[src/rtl/ov7670_rgb565_capture.sv]
// OV7670 parallel-bus capture: synchronises the camera strobes into clk,
// pairs bytes into RGB565 pixels, expands them to 8 bits per channel and
// emits one strobe per pixel with x/y coordinates.
// Optional build macro CAPTURE_TEST_PATTERN_EN adds a test_mode input.
// When test_mode is high, the pixel data is replaced by 8 vertical colour bars.
//
// state       | meaning
// ------------+-------------------------------------------------------
// WAIT_FRAME  | idle until VSYNC falls (start of a new frame)
// WAIT_LINE   | inside a frame, waiting for the first byte of a line
// BYTE_LO     | high byte latched, next pclk edge completes the pixel
// BYTE_HI     | pixel complete, next pclk edge is a new high byte
module ov7670_rgb565_capture #(
  parameter int H_PIX   = 160,
  parameter int V_LINES = 120,
  parameter int XW      = 8,
  parameter int YW      = 7
) (
  input  logic          clk,
  input  logic          rst_n,
  input  logic          cam_pclk,
  input  logic          cam_vsync,
  input  logic          cam_href,
  input  logic [7:0]    cam_data,
  output logic [7:0]    data_w_R,
  output logic [7:0]    data_w_G,
  output logic [7:0]    data_w_B,
  output logic          pix_valid,
  output logic [XW-1:0] pix_x,
  output logic [YW-1:0] pix_y,
  output logic          line_done,
  output logic          frame_done,
  output logic          odd_byte_err
`ifdef CAPTURE_TEST_PATTERN_EN
  ,
  input  logic          test_mode
`endif
);

  typedef enum logic [1:0] {
    S_WAIT_FRAME,
    S_WAIT_LINE,
    S_BYTE_LO,
    S_BYTE_HI
  } state_e;

  // Counters are one bit wider than the coordinates so they can park at
  // H_PIX / V_LINES even when those equal 2^XW / 2^YW.
  localparam logic [XW:0] H_MAX = (XW+1)'(H_PIX);
  localparam logic [YW:0] V_MAX = (YW+1)'(V_LINES);

  logic       pclk_s1_q, pclk_s2_q, pclk_prev_q;
  logic       vsync_s1_q, vsync_s2_q, vsync_prev_q;
  logic       href_s1_q, href_s2_q, href_prev_q;
  logic [7:0] data_s1_q, data_s2_q;

  state_e      state_q, state_d;
  logic [7:0]  hi_q, hi_d;
  logic [XW:0] x_cnt_q, x_cnt_d;
  logic [YW:0] y_cnt_q, y_cnt_d;
  logic [7:0]  r_q, r_d, g_q, g_d, b_q, b_d;
  logic        valid_q, valid_d;
  logic [XW-1:0] px_q, px_d;
  logic [YW-1:0] py_q, py_d;
  logic        line_done_q, line_done_d;
  logic        frame_done_q, frame_done_d;
  logic        odd_err_q, odd_err_d;

  logic        pclk_rise, vsync_rise, vsync_fall, href_fall;
  logic [15:0] pixel;
  logic [7:0]  exp_r, exp_g, exp_b;
  logic        in_window;
  logic [XW:0] x_next;
  logic [YW:0] y_next;

  // Two-flop synchronisers plus one history flop for edge detection.
  // Data shares the stage with pclk so it lines up with the detected edge.
  always_ff @(posedge clk) begin
    if (!rst_n) begin
      pclk_s1_q    <= 1'b0;
      pclk_s2_q    <= 1'b0;
      pclk_prev_q  <= 1'b0;
      vsync_s1_q   <= 1'b0;
      vsync_s2_q   <= 1'b0;
      vsync_prev_q <= 1'b0;
      href_s1_q    <= 1'b0;
      href_s2_q    <= 1'b0;
      href_prev_q  <= 1'b0;
      data_s1_q    <= 8'h00;
      data_s2_q    <= 8'h00;
    end else begin
      pclk_s1_q    <= cam_pclk;
      pclk_s2_q    <= pclk_s1_q;
      pclk_prev_q  <= pclk_s2_q;
      vsync_s1_q   <= cam_vsync;
      vsync_s2_q   <= vsync_s1_q;
      vsync_prev_q <= vsync_s2_q;
      href_s1_q    <= cam_href;
      href_s2_q    <= href_s1_q;
      href_prev_q  <= href_s2_q;
      data_s1_q    <= cam_data;
      data_s2_q    <= data_s1_q;
    end
  end

  assign pclk_rise  = pclk_s2_q & ~pclk_prev_q;
  assign vsync_rise = vsync_s2_q & ~vsync_prev_q;
  assign vsync_fall = ~vsync_s2_q & vsync_prev_q;
  assign href_fall  = ~href_s2_q & href_prev_q;

  assign pixel     = {hi_q, data_s2_q};
  assign in_window = (x_cnt_q < H_MAX) && (y_cnt_q < V_MAX);
  assign x_next    = (x_cnt_q == H_MAX) ? x_cnt_q : x_cnt_q + 1'b1;
  assign y_next    = (y_cnt_q == V_MAX) ? y_cnt_q : y_cnt_q + 1'b1;

  // Channel expansion: replicate the top bits into the new LSBs so full
  // scale maps to 0xFF. Test pattern replaces camera data with colour bars.
  always_comb begin
    exp_r = {pixel[15:11], pixel[15:13]};
    exp_g = {pixel[10:5],  pixel[10:9]};
    exp_b = {pixel[4:0],   pixel[4:2]};
`ifdef CAPTURE_TEST_PATTERN_EN
    if (test_mode) begin
      logic [2:0] bar;
      bar   = 3'(({x_cnt_q, 3'b000}) / (XW+4)'(H_PIX));
      exp_r = {8{bar[2]}};
      exp_g = {8{bar[1]}};
      exp_b = {8{bar[0]}};
    end
`endif
  end

  // State and output registers.
  always_ff @(posedge clk) begin
    if (!rst_n) begin
      state_q      <= S_WAIT_FRAME;
      hi_q         <= 8'h00;
      x_cnt_q      <= '0;
      y_cnt_q      <= '0;
      r_q          <= 8'h00;
      g_q          <= 8'h00;
      b_q          <= 8'h00;
      valid_q      <= 1'b0;
      px_q         <= '0;
      py_q         <= '0;
      line_done_q  <= 1'b0;
      frame_done_q <= 1'b0;
      odd_err_q    <= 1'b0;
    end else begin
      state_q      <= state_d;
      hi_q         <= hi_d;
      x_cnt_q      <= x_cnt_d;
      y_cnt_q      <= y_cnt_d;
      r_q          <= r_d;
      g_q          <= g_d;
      b_q          <= b_d;
      valid_q      <= valid_d;
      px_q         <= px_d;
      py_q         <= py_d;
      line_done_q  <= line_done_d;
      frame_done_q <= frame_done_d;
      odd_err_q    <= odd_err_d;
    end
  end

  // Next-state logic; VSYNC rise outranks every other event, and an HREF
  // fall outranks a coincident pclk edge.
  always_comb begin
    state_d      = state_q;
    hi_d         = hi_q;
    x_cnt_d      = x_cnt_q;
    y_cnt_d      = y_cnt_q;
    r_d          = r_q;
    g_d          = g_q;
    b_d          = b_q;
    valid_d      = 1'b0;
    px_d         = px_q;
    py_d         = py_q;
    line_done_d  = 1'b0;
    frame_done_d = 1'b0;
    odd_err_d    = odd_err_q;

    if (vsync_rise && (state_q != S_WAIT_FRAME)) begin
      frame_done_d = (y_cnt_q != '0);
      state_d      = S_WAIT_FRAME;
    end else begin
      unique case (state_q)
        S_WAIT_FRAME: begin
          if (vsync_fall) begin
            x_cnt_d = '0;
            y_cnt_d = '0;
            state_d = S_WAIT_LINE;
          end
        end
        S_WAIT_LINE: begin
          if (pclk_rise && href_s2_q) begin
            hi_d    = data_s2_q;
            x_cnt_d = '0;
            state_d = S_BYTE_LO;
          end
        end
        S_BYTE_LO: begin
          if (href_fall) begin
            line_done_d = 1'b1;
            y_cnt_d     = y_next;
            odd_err_d   = 1'b1;
            state_d     = S_WAIT_LINE;
          end else if (pclk_rise && href_s2_q) begin
            if (in_window) begin
              valid_d = 1'b1;
              r_d     = exp_r;
              g_d     = exp_g;
              b_d     = exp_b;
              px_d    = x_cnt_q[XW-1:0];
              py_d    = y_cnt_q[YW-1:0];
            end
            x_cnt_d = x_next;
            state_d = S_BYTE_HI;
          end
        end
        S_BYTE_HI: begin
          if (href_fall) begin
            line_done_d = 1'b1;
            y_cnt_d     = y_next;
            state_d     = S_WAIT_LINE;
          end else if (pclk_rise && href_s2_q) begin
            hi_d    = data_s2_q;
            state_d = S_BYTE_LO;
          end
        end
        default: state_d = S_WAIT_FRAME;
      endcase
    end
  end

  assign data_w_R     = r_q;
  assign data_w_G     = g_q;
  assign data_w_B     = b_q;
  assign pix_valid    = valid_q;
  assign pix_x        = px_q;
  assign pix_y        = py_q;
  assign line_done    = line_done_q;
  assign frame_done   = frame_done_q;
  assign odd_byte_err = odd_err_q;

endmodule

[config.mk]
export PLATFORM = sky130hd
export DESIGN_NAME = ov7670_rgb565_capture
export DESIGN_NICKNAME = d
export VERILOG_FILES = /design/src/rtl/ov7670_rgb565_capture.sv
export SDC_FILE = /design/constraint.sdc
export NUM_CORES = 1
export LEC_CHECK = 0
export CAP_MARGIN = 0
export CORE_MARGIN = 1
export CORE_UTILIZATION = 38
export DETAILED_ROUTE_END_ITERATION = 7
export MAX_ROUTING_LAYER = met4
export PLACE_DENSITY_LB_ADDON = 0.08
export SYNTH_ARGS = -nofsm -noshare
export SYNTH_HDL_FRONTEND = slang
export SYNTH_SLANG_ARGS = --single-unit
[constraint.sdc]
create_clock -name clk -period 3 [get_ports clk]
set_input_delay 0.3 -clock clk [delete_from_list [all_inputs] [get_ports clk]]
set_output_delay 0.3 -clock clk [all_outputs]
set_load 0.05 [all_outputs]
==> flow_metrics.env <==
export IMPL_routedWlPerCell_um=14.6
export IMPL_grt_total_usage_pct=18.9
export IMPL_area_growth_pct=21.2
export IMPL_layout_setup_ws_ps=1000
export IMPL_hp_class="reg2reg"
export IMPL_timing_critical_path_from_type="flop"
export IMPL_via_per_inst=5.22
export IMPL_grt_antenna_before_repair=0
export IMPL_status="complete, no violations"
export IMPL_diodes=0
export IMPL_final_common_cell="dfxtp_1"
export IMPL_cp_max_fo=11
export IMPL_synthesis_nets=425
export IMPL_max_cap_violations=0
export IMPL_num_rows=35
export IMPL_grt_start_max_net_pins=50
export IMPL_ys_flop_type="dfxtp_1"
export IMPL_dieArea_mm2=0.00995
export IMPL_relSlewSlack_pct=41.8
export IMPL_p_per_area_mw_per_mm2=484
export IMPL_dr_pass1_iters=4
export IMPL_syn_area_mm2=0.00363
export IMPL_synth_top_cell_area_share_pct=48.0
export IMPL_vias=3009
export IMPL_io_buffers=55
export IMPL_drt_iter0_markers=128
export IMPL_critPathArrivalTime_ps=2230
export IMPL_drc_errors=0
export IMPL_synth_area_per_cell_um2=8.90
export IMPL_synth_cell_type_count=50
export IMPL_tritoncts="done"
export IMPL_final_period_utilization_pct=66.6
export IMPL_final_nets=459
export IMPL_n_fill_cell=921
export IMPL_ys_ff_latch=87
export IMPL_synth_top_area_cell="dfxtp_1"
export IMPL_wirelength_um=8400
export IMPL_timing_hold_ws_ps=437
export IMPL_antenna_left=0
export IMPL_peakVddDrop_mv=0.198
export IMPL_pre_cts_slack_ps=968
export IMPL_cts_sinks=87
export IMPL_setup_tns_final_ps=0
export IMPL_most_common_layout_cells="dfxtp_1 (87), clkdlybuf4s50_1 (55), nand3_1 (43)"
export IMPL_async_reset_ff_share_pct=0
export IMPL_leakagePower_nw=1.56
export IMPL_period_minus_slack_ps=2000
export IMPL_grt_pass1_vias=2894
export IMPL_setup_viol=0
export IMPL_clockBufferDepth=2
export IMPL_coreArea_mm2=0.00924
export IMPL_cts_root_buffer="clkbuf_8"
export IMPL_tightest_slew_ps=868
export IMPL_die_w_um=99.8
export IMPL_post_cts_setup_buffers=0
export IMPL_synth_edf_count=0
export IMPL_fmax_mhz=500
export IMPL_rsz0062_at_grt="false"
export IMPL_seq_area_frac_synth_pct=48.0
export IMPL_cts_resized=0
export IMPL_ios=56
export IMPL_report_final_slew_viol_count=0
export IMPL_ctsHtreeMaxLevel=3
export IMPL_grt_ovfl_total=0
export IMPL_gp_routability_congestion=0.765
export IMPL_cp_required_ps=3230
export IMPL_clock_latency_ps=360
export IMPL_dieHeight_um=99.8
export IMPL_cts_inserted_buffers=9
export IMPL_yosysWarnings=0
export IMPL_clk_pin_slew_ps=110
export IMPL_hold_viol_final=0
export IMPL_critPathKind="reg2reg"
export IMPL_synthCells=408
export IMPL_end_kind="flop"
export IMPL_postCtsHoldBufs=0
export IMPL_synthTopCellsByArea="dfxtp_1 (48%), nand3_1 (5.9%), o21ai_0 (5.4%)"
export IMPL_drive_above_1_share_pct=6.71
export IMPL_grt_pass1_wl_um=14500
export IMPL_dp_hpwl_um=5400
export IMPL_fin_skew_ps=15.6
export IMPL_initial_core_util_pct=39.3
-- sequential cells by signal, indices dropped and copies added, names as in the netlist, 2 cells and up --
signal and count:
pix_x 8, data_s2_q 8, data_s1_q 8, data_w_G 6
hi_q 8, state_q 2, pix_y 7, y_cnt_q 8
data_w_R 5, data_w_B 5, x_cnt_q 9
-- synthesized netlist by cell type, types with 4 or more instances --
cell / number
o21ai_0: 39
ha_1: 4
a31oi_1: 8
nand2_1: 19
a21oi_1: 38
and2_1: 30
buf_4: 8
clkbuf_1: 17
and3_1: 6
nand3_1: 43
buf_2: 11
mux2i_1: 10
nor2_1: 14
dfxtp_1: 87
nand4_1: 8
inv_1: 8
-- layer usage --
metal	global-route usage (%)	vias up	wire length (um)
met5	-	-	0
met4	7.24	0	150
met3	3.16	16	252
met2	27.3	62	3640
met1	26.4	1414	4360
li1	-	1517	-
-- power breakdown --
group          switching, W  internal [W]
sequential       0.00000782       0.00117
combinational     0.0000378     0.0000300
clock              0.000480      0.000406
total              0.000526       0.00161
-- kinds of logic after synthesis --
logic type | count (synthesis) | synth area share, %
and+or+nand+nor | 153 | 24.5
AOI/OAI and AO/OA | 106 | 16.6
DFF | 87 | 48.0
buffers and inverters | 48 | 6.79
muxes | 10 | 2.76
adders and majority gates | 4 | 1.38
-- final timing paths --
check	startpoint	end	slack, ps	depth (start not counted)
setup / recovery	state_q[0]	x_cnt_q[3]	1000	4
hold / removal	data_s1_q[0]	data_s2_q[0]	440	1
setup reg to reg	state_q[0]	x_cnt_q[3]	1000	4
hold reg to reg	data_s1_q[0]	data_s2_q[0]	440	1
-- cell type report --
cell class / instances / area, um2 / share of cell area, %
flip-flops and latches: 87 / 1740 / 39.6
multi-input cells: 273 / 1650 / 37.4
repair buffers: 63 / 611 / 13.9
well taps: 129 / 161 / 3.67
clock buffers: 9 / 124 / 2.81
clock inverters: 7 / 86.3 / 1.96
inverters: 8 / 30.0 / 0.682
-- metrics by stage --
step / power [W] / utilization (%) / std cells / area, um2
4_1_cts: 0.00215 / 47.6 / 576 / 4400
5_1_grt: 0.00221 / 47.6 / 576 / 4400
6_report: 0.00213 / 47.6 / 576 / 4400
3_5_place_dp: 0.00127 / 45.4 / 560 / 4190
2_1_floorplan: 0.00124 / - / 408 / 3630
3_3_place_gp: 0.00127 / 45.4 / 560 / 4190
-- critical path: stages (launching register included) --
cell and delay [ps]:
dfxtp_1 580, and2b_1 370, a221o_1 410, a21oi_2 350, o211ai_1 170
Note: power is estimated with default switching activity, not from simulation.
==> patch, RTL diff (same flow settings) <==
Add an input register stage for `cam_vsync`, `cam_href` and `cam_data`; this delays them by one clock.
--- a/src/rtl/ov7670_rgb565_capture.sv
+++ b/src/rtl/ov7670_rgb565_capture.sv
@@ -49,6 +49,16 @@
   localparam logic [XW:0] H_MAX = (XW+1)'(H_PIX);
   localparam logic [YW:0] V_MAX = (YW+1)'(V_LINES);
 
+  logic cam_vsync_q;
+  logic cam_href_q;
+  logic [7:0] cam_data_q;
+
+  always_ff @(posedge clk) begin
+    cam_vsync_q <= cam_vsync;
+    cam_href_q  <= cam_href;
+    cam_data_q  <= cam_data;
+  end
+
   logic       pclk_s1_q, pclk_s2_q, pclk_prev_q;
   logic       vsync_s1_q, vsync_s2_q, vsync_prev_q;
   logic       href_s1_q, href_s2_q, href_prev_q;
@@ -92,13 +102,13 @@
       pclk_s1_q    <= cam_pclk;
       pclk_s2_q    <= pclk_s1_q;
       pclk_prev_q  <= pclk_s2_q;
-      vsync_s1_q   <= cam_vsync;
+      vsync_s1_q   <= cam_vsync_q;
       vsync_s2_q   <= vsync_s1_q;
       vsync_prev_q <= vsync_s2_q;
-      href_s1_q    <= cam_href;
+      href_s1_q    <= cam_href_q;
       href_s2_q    <= href_s1_q;
       href_prev_q  <= href_s2_q;
-      data_s1_q    <= cam_data;
+      data_s1_q    <= cam_data_q;
       data_s2_q    <= data_s1_q;
     end
   end
Function: changed (a bounded check fails within 10 cycles, from zero or initial values and one cycle with rst_n low).
==> patch against the original RTL <==
Routed wire length decreased by 13%; worst hold slack got worse by 0.064 ns; count of clock-buffer cells in the layout unchanged; final area about the same; power increased by 2.2%; area after synthesis increased by 0.10%; worst setup slack improved by 0.12 ns; sequential cell count increased by 10; largest power group unchanged.
==> patch: results (changes against the original RTL) <==
Worst hold path
  – Hold Path Class: primary input to flop
  – Hold path endpoint: cam_data_q[3]$_DFF_P_
  – Min-delay src: cam_data[3]

STA
  – Slew headroom: 59.7% (+18 points)
  – Skew final: 0.00997 ns (-0.00567 ns)
  – Fin Hold WS: 0.373 ns (-0.0639 ns)
  – Final Cycle Share: 62.6% (-4.0 points)

Setup path
  – Crit. Startpoint: state_q[1]$_SDFFE_PP0P_
  – Max incr delay on CP: 0.63 ns (+0.05 ns)
  – CP endpoint: pix_x[7]$_SDFFE_PN0P_
  – Peak fanout along the critical path: 31 (+20)
  – Worst reg-to-reg path cell count: 6 (+2)
  – Worst path arrival time: 2.17 ns (-0.06 ns)

Place
  – Inst Count DP: 557 (-0.54%)
  – DP HPWL: 4950 um (-8.2%)
  – Routability-driven placement congestion ratio: 0.777 (+1.5%)
  – Worst setup slack after placement: 1.17 ns (+0.203 ns)
  – Placed Area: 0.00421 mm^2 (+0.51%)

Pwr
  – Combinational cell power: 0.0635 mW (-6.3%)
  – Comb power frac: 2.9% (-0.3 points)
  – Worst VDD drop: 0.247 mV (+25%)
  – Sw frac: 23.9% (-0.77 points)
  – Power of the clock network: 0.797 mW (-10%)

Finish
  – Nonclk buf count: 60 (-4.8%)
  – Comb_multi_in: 263 (-3.7%)
  – Signal buf overhead: 13.4% (-0.50 points)
  – Final instance area: 0.00440 mm^2 (about the same)
  – # nets final: 456 (-0.65%)
  – Layout cells sized above 1: 7.88% (+1.2 points)
  – Sequential cell area share: 44.1% (+4.6 points)
  – ClkCell Share: 4.24% (-0.54 points)
  – Area of the multi-input gates: 0.00149 mm^2 (-9.5%)

Route
  – Detailed Route Iter0 Violations: 208 (+63%)
  – DR WL met3: 226 um (-10%)
  – Detailed-route via count: 2731 (-9.2%)
  – Routed wire length: 7330 um (-13%)
  – Metal-1 WL: 3640 um (-16%)
  – Met2 wire length: 3350 um (-8.1%)

Clock tree
  – # clock sinks: 97 (+11%)

Run status
  – Outcome: finished, final reports clean

Logic synthesis
  – Post-synth top cells: dfxtp_1 (97), nand2_1 (80), a21oi_1 (35)
  – Seq/Total Area, Yosys: 53.4% (+5.5 points)
  – Synth Area per Inst: 9.18 um^2 (+3.1%)
  – Warnings from Yosys: 0 (unchanged)
  – Synth cell types: 46 (-8.0%)
  – Area contributors post-synth: dfxtp_1 (53%), nand2_1 (8.3%), a21oi_1 (4.8%)

Global route
  – Total track usage: 16.4% (-2.6 points)
  – Vias in the first global route: 2498 (-14%)
  – M2 GR Usage: 24.9% (-2.3 points)
  – Largest net degree at the start of global routing: 37 (-26%)
  – First-pass GRT wire length: 12500 um (-14%)
  – Met3 Resource Use GR: 2.72% (-0.45 points)
## patch: changes by cell type in the layout (fill, tap and decap cells not counted), sizes merged, moves of 4 or more
cell,before,now
a21oi,39,35
a31oi,9,5
and2,30,25
and3,6,2
dfxtp,87,97
nand2,19,80
nand3,43,10
nand4,8,4
nor2,14,34
o211ai,3,7
o21ai,42,13
## patch: worst max-delay path, delay by kind of cell (launching register included)
kind | cells | cell delay [ns]
AOI/OAI and AO/OA | 1 | 0.14
buffers and inverters | 1 | 0.33
DFF | 1 | 0.63
and+or+nand+nor | 4 | 0.69
## patch: cell families after synthesis
| kind of cell | after synthesis | share of synthesized area, % |
|---|---|---|
| compound gates | 71 | 12.7 |
| buf+inv | 36 | 5.54 |
| mux | 9 | 2.51 |
| flops | 97 | 53.4 |
| fa+ha+maj | 4 | 1.38 |
| simple gates | 179 | 24.4 |
